File: src/rtl/spikehard_router_pkg.sv
// -----------------------------------------------------------------------------
// spikehard_router_pkg
// Shared definitions for the spike-packet router: output port indices, routing
// stage FSM encodings and the default packet field widths.
// -----------------------------------------------------------------------------
package spikehard_router_pkg;

    // Output port indices; bit order of every per-port vector is {L, S, N, W, E}
    localparam int PORT_E    = 0;
    localparam int PORT_W    = 1;
    localparam int PORT_N    = 2;
    localparam int PORT_S    = 3;
    localparam int PORT_L    = 4;
    localparam int NUM_PORTS = 5;

    // Default packet field widths
    localparam int DEF_DX_WIDTH      = 9;
    localparam int DEF_DY_WIDTH      = 9;
    localparam int DEF_PAYLOAD_WIDTH = 12;

    typedef enum logic [1:0] {
        ST_IDLE  = 2'd0,
        ST_FETCH = 2'd1,
        ST_SEND  = 2'd2
    } state_t;

endpackage

File: src/rtl/packet_route_decode.sv
// -----------------------------------------------------------------------------
// packet_route_decode
// Purely combinational hop decision for one packet {dx, dy, payload}.
// Picks the output port (priority: dx first, then dy, else local) and steps the
// chosen offset one hop toward zero. Payload and the other offset pass through.
//
// Ports:
//   pkt      in   packet to route
//   sel      out  one-hot port select, {L, S, N, W, E}
//   stepped  out  packet with the travelled offset stepped toward zero
// -----------------------------------------------------------------------------
module packet_route_decode
    import spikehard_router_pkg::*;
#(
    parameter  int DX_WIDTH      = DEF_DX_WIDTH,
    parameter  int DY_WIDTH      = DEF_DY_WIDTH,
    parameter  int PAYLOAD_WIDTH = DEF_PAYLOAD_WIDTH,
    localparam int PACKET_WIDTH  = DX_WIDTH + DY_WIDTH + PAYLOAD_WIDTH
) (
    input  logic [PACKET_WIDTH-1:0] pkt,
    output logic [NUM_PORTS-1:0]    sel,
    output logic [PACKET_WIDTH-1:0] stepped
);

    localparam logic signed [DX_WIDTH-1:0] DX_ONE = DX_WIDTH'(1);
    localparam logic signed [DY_WIDTH-1:0] DY_ONE = DY_WIDTH'(1);

    logic signed [DX_WIDTH-1:0] dx;
    logic signed [DX_WIDTH-1:0] dx_out;
    logic signed [DY_WIDTH-1:0] dy;
    logic signed [DY_WIDTH-1:0] dy_out;
    logic [PAYLOAD_WIDTH-1:0]   payload;
    logic                       dx_zero;
    logic                       dy_zero;

    // Stepping is always toward zero, so a field-width add/sub never overflows
    function automatic logic signed [DX_WIDTH-1:0] step_dx(input logic signed [DX_WIDTH-1:0] v);
        return v[DX_WIDTH-1] ? v + DX_ONE : v - DX_ONE;
    endfunction

    function automatic logic signed [DY_WIDTH-1:0] step_dy(input logic signed [DY_WIDTH-1:0] v);
        return v[DY_WIDTH-1] ? v + DY_ONE : v - DY_ONE;
    endfunction

    assign dx      = pkt[PACKET_WIDTH-1 -: DX_WIDTH];
    assign dy      = pkt[PAYLOAD_WIDTH +: DY_WIDTH];
    assign payload = pkt[PAYLOAD_WIDTH-1:0];
    assign dx_zero = (dx == '0);
    assign dy_zero = (dy == '0);

    always_comb begin
        sel    = '0;
        dx_out = dx;
        dy_out = dy;
        if (!dx_zero) begin
            sel[dx[DX_WIDTH-1] ? PORT_W : PORT_E] = 1'b1;
            dx_out = step_dx(dx);
        end else if (!dy_zero) begin
            sel[dy[DY_WIDTH-1] ? PORT_S : PORT_N] = 1'b1;
            dy_out = step_dy(dy);
        end else begin
            sel[PORT_L] = 1'b1;
        end
    end

    assign stepped = {dx_out, dy_out, payload};

endmodule

File: src/rtl/packet_route_stage.sv
// -----------------------------------------------------------------------------
// packet_route_stage
// Drains one upstream buffer (registered read, one-cycle latency), routes each
// packet one hop and holds it on exactly one of five valid/ready outputs.
//
// Ports:
//   clk, rst        clock; synchronous active-low reset
//   fifo_dout       upstream data, valid the cycle after fifo_read_en
//   fifo_empty      upstream buffer empty
//   fifo_read_en    pop request (combinational)
//   out_data        forwarded packet {dx, dy, payload}
//   out_valid       one-hot valid {L, S, N, W, E}
//   out_ready       per-port ready, same bit order
//   busy            high whenever the FSM is not idle
// -----------------------------------------------------------------------------
module packet_route_stage
    import spikehard_router_pkg::*;
#(
    parameter  int DX_WIDTH      = DEF_DX_WIDTH,
    parameter  int DY_WIDTH      = DEF_DY_WIDTH,
    parameter  int PAYLOAD_WIDTH = DEF_PAYLOAD_WIDTH,
    localparam int PACKET_WIDTH  = DX_WIDTH + DY_WIDTH + PAYLOAD_WIDTH
) (
    input  logic                    clk,
    input  logic                    rst,
    input  logic [PACKET_WIDTH-1:0] fifo_dout,
    input  logic                    fifo_empty,
    output logic                    fifo_read_en,
    output logic [PACKET_WIDTH-1:0] out_data,
    output logic [NUM_PORTS-1:0]    out_valid,
    input  logic [NUM_PORTS-1:0]    out_ready,
    output logic                    busy
);

    state_t                  state;
    state_t                  next_state;
    logic                    load;
    logic                    accept;
    logic [NUM_PORTS-1:0]    sel_p0;
    logic [PACKET_WIDTH-1:0] stepped_p0;
    logic [NUM_PORTS-1:0]    vld_p1;
    logic [PACKET_WIDTH-1:0] data_p1;

    // Stage 0: decode the word returned by the buffer
    packet_route_decode #(
        .DX_WIDTH      (DX_WIDTH),
        .DY_WIDTH      (DY_WIDTH),
        .PAYLOAD_WIDTH (PAYLOAD_WIDTH)
    ) u_decode (
        .pkt     (fifo_dout),
        .sel     (sel_p0),
        .stepped (stepped_p0)
    );

    // vld_p1 is one-hot while in SEND, so any overlap with ready is the handshake
    assign accept = (state == ST_SEND) && ((vld_p1 & out_ready) != '0);

    always_comb begin
        next_state   = state;
        fifo_read_en = 1'b0;
        load         = 1'b0;
        unique case (state)
            ST_IDLE: begin
                if (!fifo_empty) begin
                    fifo_read_en = 1'b1;
                    next_state   = ST_FETCH;
                end
            end
            ST_FETCH: begin
                load       = 1'b1;
                next_state = ST_SEND;
            end
            ST_SEND: begin
                if (accept) begin
                    // Pop the next packet in the accept cycle to keep 2-cycle spacing
                    if (!fifo_empty) begin
                        fifo_read_en = 1'b1;
                        next_state   = ST_FETCH;
                    end else begin
                        next_state = ST_IDLE;
                    end
                end
            end
            default: next_state = ST_IDLE;
        endcase
        if (!rst) begin
            fifo_read_en = 1'b0;
        end
    end

    // Stage 1: output register, held stable until the selected port accepts
    always_ff @(posedge clk) begin
        if (!rst) begin
            state   <= ST_IDLE;
            vld_p1  <= '0;
            data_p1 <= '0;
        end else begin
            state <= next_state;
            if (load) begin
                vld_p1  <= sel_p0;
                data_p1 <= stepped_p0;
            end else if (accept) begin
                vld_p1  <= '0;
            end
        end
    end

    assign out_valid = vld_p1;
    assign out_data  = data_p1;
    assign busy      = (state != ST_IDLE);

endmodule

File: config.mk
export PLATFORM = sky130hd
export DESIGN_NAME = packet_route_stage
export DESIGN_NICKNAME = d
export VERILOG_FILES = /design/src/rtl/spikehard_router_pkg.sv /design/src/rtl/packet_route_decode.sv /design/src/rtl/packet_route_stage.sv
export SDC_FILE = /design/constraint.sdc
export NUM_CORES = 1
export LEC_CHECK = 0
export CAP_MARGIN = 20
export CORE_MARGIN = 3
export CORE_UTILIZATION = 25
export CTS_BUF_LIST = sky130_fd_sc_hd__clkbuf_8
export CTS_CLUSTER_DIAMETER = 120
export DETAILED_ROUTE_END_ITERATION = 8
export HOLD_SLACK_MARGIN = 0.05
export PLACE_DENSITY_LB_ADDON = 0.12
export SETUP_SLACK_MARGIN = 0.15
export SYNTH_ARGS = -nofsm -noshare
export SYNTH_HDL_FRONTEND = slang
export SYNTH_SLANG_ARGS = --single-unit
File: constraint.sdc
create_clock -name clk -period 3.7 [get_ports clk]
set_input_delay 0.37 -clock clk [delete_from_list [all_inputs] [get_ports clk]]
set_output_delay 0.37 -clock clk [all_outputs]
set_load 0.05 [all_outputs]
==> After elaboration in Yosys (flattened, before gate mapping) <==
Cells that the tools add are included.
Widths: inputs -> output; s select.
{ "word_totals": {"register_bits": 37, "wordCells": 51, "out_inout_bits": 37, "in_bits": 38} }
{ "classes": {"mux": 25, "order_cmp": 4, "n_reduce_logical": 10, "bitwise_logic": 1, "n_addsub": 4, "n_eq_ne": 4} }
{ "op_table": {"columns": ["cell", "count"], "rows": [
  ["$ge 32x1->1 const B", 2],
  ["$lt 32x5->1 const B", 2],
  ["$mux 9", 5],
  ["$add 9x2->9 const B", 2],
  ["$logic_not 9->1", 2],
  ["$sub 9x2->9 const B", 2],
  ["$mux 5", 3],
  ["$mux 1", 10],
  ["$demux 1 s3", 2],
  ["$pmux 2 s3", 1],
  ["$and 5x5->5", 1],
  ["$reduce_bool 5->1", 1],
  ["$mux 2", 2],
  ["$mux 4", 1],
  ["$ne 2x2->1 const B", 2],
  ["$reduce_bool 2->1", 2],
  ["$logic_and 1x1->1", 3],
  ["$eq 2x1->1 const B", 1],
  ["$eq 2x2->1 const B", 1],
  ["$logic_not 2->1", 1],
  ["$pmux 1 s2", 1],
  ["$reduce_and 2->1", 1]
]} }

==> Logic depth before layout (Yosys ltp) <==
{ "logic_depth": {"word_depth": 8, "ltp_mapped": 6, "depth_no_buf": 6} }

==> Hierarchy <==
Synthesis repeated with hierarchy kept, for this count alone.
{ "hier_totals": {"cells_unflattened": 285, "area_unflattened_um2": 2341.0} }
{ "modules_own_cells": {"columns": ["module", "cells_each", "area_per_inst_um2", "seq_area_each_um2", "n_inst"], "rows": [
  ["packet_route_stage", 168, 1458.9, 740.7, 1],
  ["packet_route_decode", 117, 882.1, 0.0, 1]
]} }

==> Worst setup path before layout <==
Ideal clock, no wire load.
{ "synth_path": {"path_type": "register to output", "startpoint": "register vld_p1[0] (netlist: out_valid[0])", "endpoint": "output fifo_read_en", "path_buffers": 0, "arrival_time_ns": 3.517, "stages_incl_launch_ff": 4, "t_required_ns": 3.330, "path_slack_ns": -0.187, "cell_sequence": "dfxtp_1 a222oi_1 and3_1 a2111oi_0"} }
{ "synth_via": {"elab_chain_len": 6} }
{ "synth_rtl": {"columns": ["item", "line", "source"], "rows": [
  ["start: declaration", "packet_route_stage.sv:41", "logic [NUM_PORTS-1:0] vld_p1;"],
  ["start signal: assignment", "packet_route_stage.sv:100", "vld_p1 <= sel_p0;"],
  ["$and 5x5->5", "packet_route_stage.sv:56", "assign accept = (state == ST_SEND) && ((vld_p1 & out_ready) != '0);"],
  ["$reduce_bool 5->1", "packet_route_stage.sv:56", null],
  ["$logic_and 1x1->1", "packet_route_stage.sv:56", null],
  ["$mux 1", "packet_route_stage.sv:74", "if (accept) begin"],
  ["$pmux 1 s2", "packet_route_stage.sv:62", "unique case (state)"],
  ["$mux 1", "packet_route_stage.sv:86", "if (!rst) begin"],
  ["end: declaration", "packet_route_stage.sv:28", "output logic fifo_read_en,"]
]} }
No other way between the ends.

==> Final worst setup path <==
{ "layout_path": {"startpoint": "input rst", "endpoint": "output fifo_read_en"} }
{ "layout_via": {"elab_chain_len": 1} }
{ "layout_rtl": {"columns": ["item", "line", "source"], "rows": [
  ["start: declaration", "packet_route_stage.sv:25", "input logic rst,"],
  ["$mux 1", "packet_route_stage.sv:86", null]
]} }
No other way between the ends.

==> flow_summary.toml <==
[timing]
fin_crit_ps = 2630
fmax_ghz = 0.380
post-route-period-util_pct = 71.1
max-slew-margin-rel_pct = 57.5
rsz0062_at_grt = "false"
finalHoldWorstSlack_ps = 454
fin_skew_ps = 5.23
hold_viol_final = 0
setup_tns_ps = 0
slew_viol_final = 0
tightestPinTransition_ps = 636
setup_viol = 0

[setup_path]
r2r-start = "state[0]"
r2r-end = "out_valid[2]"
ff2ff_path_depth = 3
r2r_slack_ps = 1900
crit_arrival_ps = 2260
criticalPathCategory = "input pin to output port"
cp.required_ps = 3330
crit_path_end_kind = "output port"
cp_max_fo = 11
worst_setup_path_start_kind = "input pin"

[final_layout]
final_common_cell = "clkdlybuf4s50_1"
finalNonFillerCells = 449
drive_above_1_share_pct = 8.14
layout_common_cells = "73 x clkdlybuf4s50_1, 43 x nand2_1, 37 x dfxtp_1, 31 x a21oi_1, 15 x nor2_1"
nets = 397
num_antenna_cells = 0
area_growth_pct = 44.1
final_area_mm2 = 0.00319

[detailed_routing]
drt-vias-per-instance = 5.07
first_pass_iters = 4
wirelength_mm = 6.92
drc = 0
vias = 2278
drt-initial-drc-count = 62
post_drt_wl_per_cell_um = 15.4
antenna_left = 0

[power]
ir_drop_v = 0.000175
fin_total_pwr_mw = 1.16
switchingPower_uw = 380
comb_power_share_pct = 30.5
p_leak_nw = 1.17
powerDensity_mw_per_mm2 = 364
seqPwrFrac_pct = 37.4
power.share.clock_pct = 32.1
intPower_uw = 784
p_sw_share_pct = 32.6

[synthesis]
ys_types = 58
synthArstFlopShare_pct = 0
synth_edf_count = 0
yosys.area.top_type_share_pct = 33.4
synth_largest_area_cell = "dfxtp_1"
ys_seq_area_share_pct = 33.4
synthFlopType = "dfxtp_1"
syn-mean-instance-area_um2 = 8.27
syn_inst = 268
synth_area_mm2 = 0.00222
ys_warn_count = 0
synth_area_leaders = "dfxtp_1 33%, ha_1 7.9%, nand2_1 7.3%, a21oi_1 7.0%, nand3_1 2.7%"
synthesis.nets = 322
ys_ff_latch = 37

[place]
dp.cells = 441
gp_congestion = 0.856
place_area_mm2 = 0.00307
dp_hpwl_mm = 5.18
io_buffers = 74

[floorplanning]
die_h_um = 100
dieArea_mm2 = 0.0100
die_w_um = 100
ioPinCount = 75
start_util_pct = 26.3
placeableCoreArea_mm2 = 0.00842
rows = 33

[min_path]
holdPathEnd = "out_data[2]"
hold_path_class = "flop to flop"
min-delay-start = "out_data[2]"
hold_path_depth = 2

[grt]
overflow = 0
grt.total_usage_pct = 14.1
antenna_found_initial = 0
first_global_vias = 2300
met2_usage_pct = 23.6
grt-busiest-layer = "met2"
grt_pass1_wl_mm = 11.4
grt_use_met3_pct = 3.20
grt_max_degree = 30
met1_usage_pct = 18.6

[clock_network]
cts_resized = 0
root_buffer = "clkbuf_8"
cts_buffer_depth = 2
cts_tree = "yes"
clk_pin_slew_ps = 70
cts.hold.buffers_added = 0
clock_latency_ps = 290
htree_num_levels = 2
cts_setup_buffers = 0
cts_buffers = 5
cts.sinks = 37

[outcome]
status = "completed"

[job]
cap_violations = 0
## kinds of logic after synthesis
group                      count (synthesis)  share of synthesized area (%)
and+or+nand+nor                          105                           23.9
adders and majority gates                 16                           9.71
DFF                                       37                           33.4
buffers and inverters                     19                           3.78
xor gates and xnor gates                   3                           1.19
AOI/OAI and AO/OA                         88                           28.0
## power by group through the flow
stage	registers [mW]	logic (mW)	clock network, mW
2_1_floorplan	0.518	0.150	0
3_3_place_gp	0.445	0.357	0
3_5_place_dp	0.445	0.357	0
4_1_cts	0.435	0.358	0.389
5_1_grt	0.439	0.387	0.406
6_report	0.435	0.356	0.374
## final cells by class
type | count | area (um^2)
fill | 905 | 5230
multi-input combinational | 212 | 1400
timing repair buffer | 79 | 776
sequential | 37 | 741
tap | 105 | 131
clock buffer | 6 | 82.6
clock inverter | 2 | 37.5
inverter | 8 | 30.0
## routing by layer
| metal | part of all wire, % | vias to the layer above |
|---|---|---|
| li1 | - | 1153 |
| met1 | 45 | 1071 |
| met2 | 49 | 52 |
| met3 | 5.1 | 2 |
| met4 | 0.42 | 0 |
| met5 | 0 | - |
## flip-flops by register name (all words and copies together) (netlist names)
signal	count
state	2
out_valid	5
out_data	30
## cell usage after synthesis (2+ instances only)
cell and number:
nor2b_1 3, dfxtp_1 37, o211ai_1 4, inv_1 7, or4_4 2, nand3b_1 3, clkbuf_1 6, nand3_2 2
xnor2_1 2, a21o_1 3, o21a_1 3, or2_2 3, a21oi_1 31, fa_1 2, a2111oi_0 2, nand2_1 43
a311o_1 2, and3_1 2, o31ai_1 2, o21ai_0 11, ha_1 14, nor2_1 15, nand4_1 2, a211o_1 3
nand3_1 12, o311ai_0 2, o2111ai_1 3, nor3_1 5, o211a_1 3, nand2b_1 2, buf_2 3, a211oi_1 4
nor4_1 5
## critical path, stage by stage
cell             delay, ps
clkdlybuf4s50_1        630
clkinv_1               420
a2111oi_1              550
buf_4                  280
## worst max path at each step
stage,startpoint,endpoint
floorplan,out_valid[0],fifo_read_en
global placement,fifo_dout[20],out_data[18]
detailed placement,fifo_dout[20],out_data[18]
CTS,rst,fifo_read_en
global route,rst,fifo_read_en
finish,rst,fifo_read_en
## per-stage QoR
step	utilization, %	setup slack, ps
after floorplan	-	472
after global placement	36.5	986
after detailed placement	36.5	944
after CTS	37.9	1030
after global routing	37.9	907
final	37.9	1070
(Power assumes the default switching activity.)
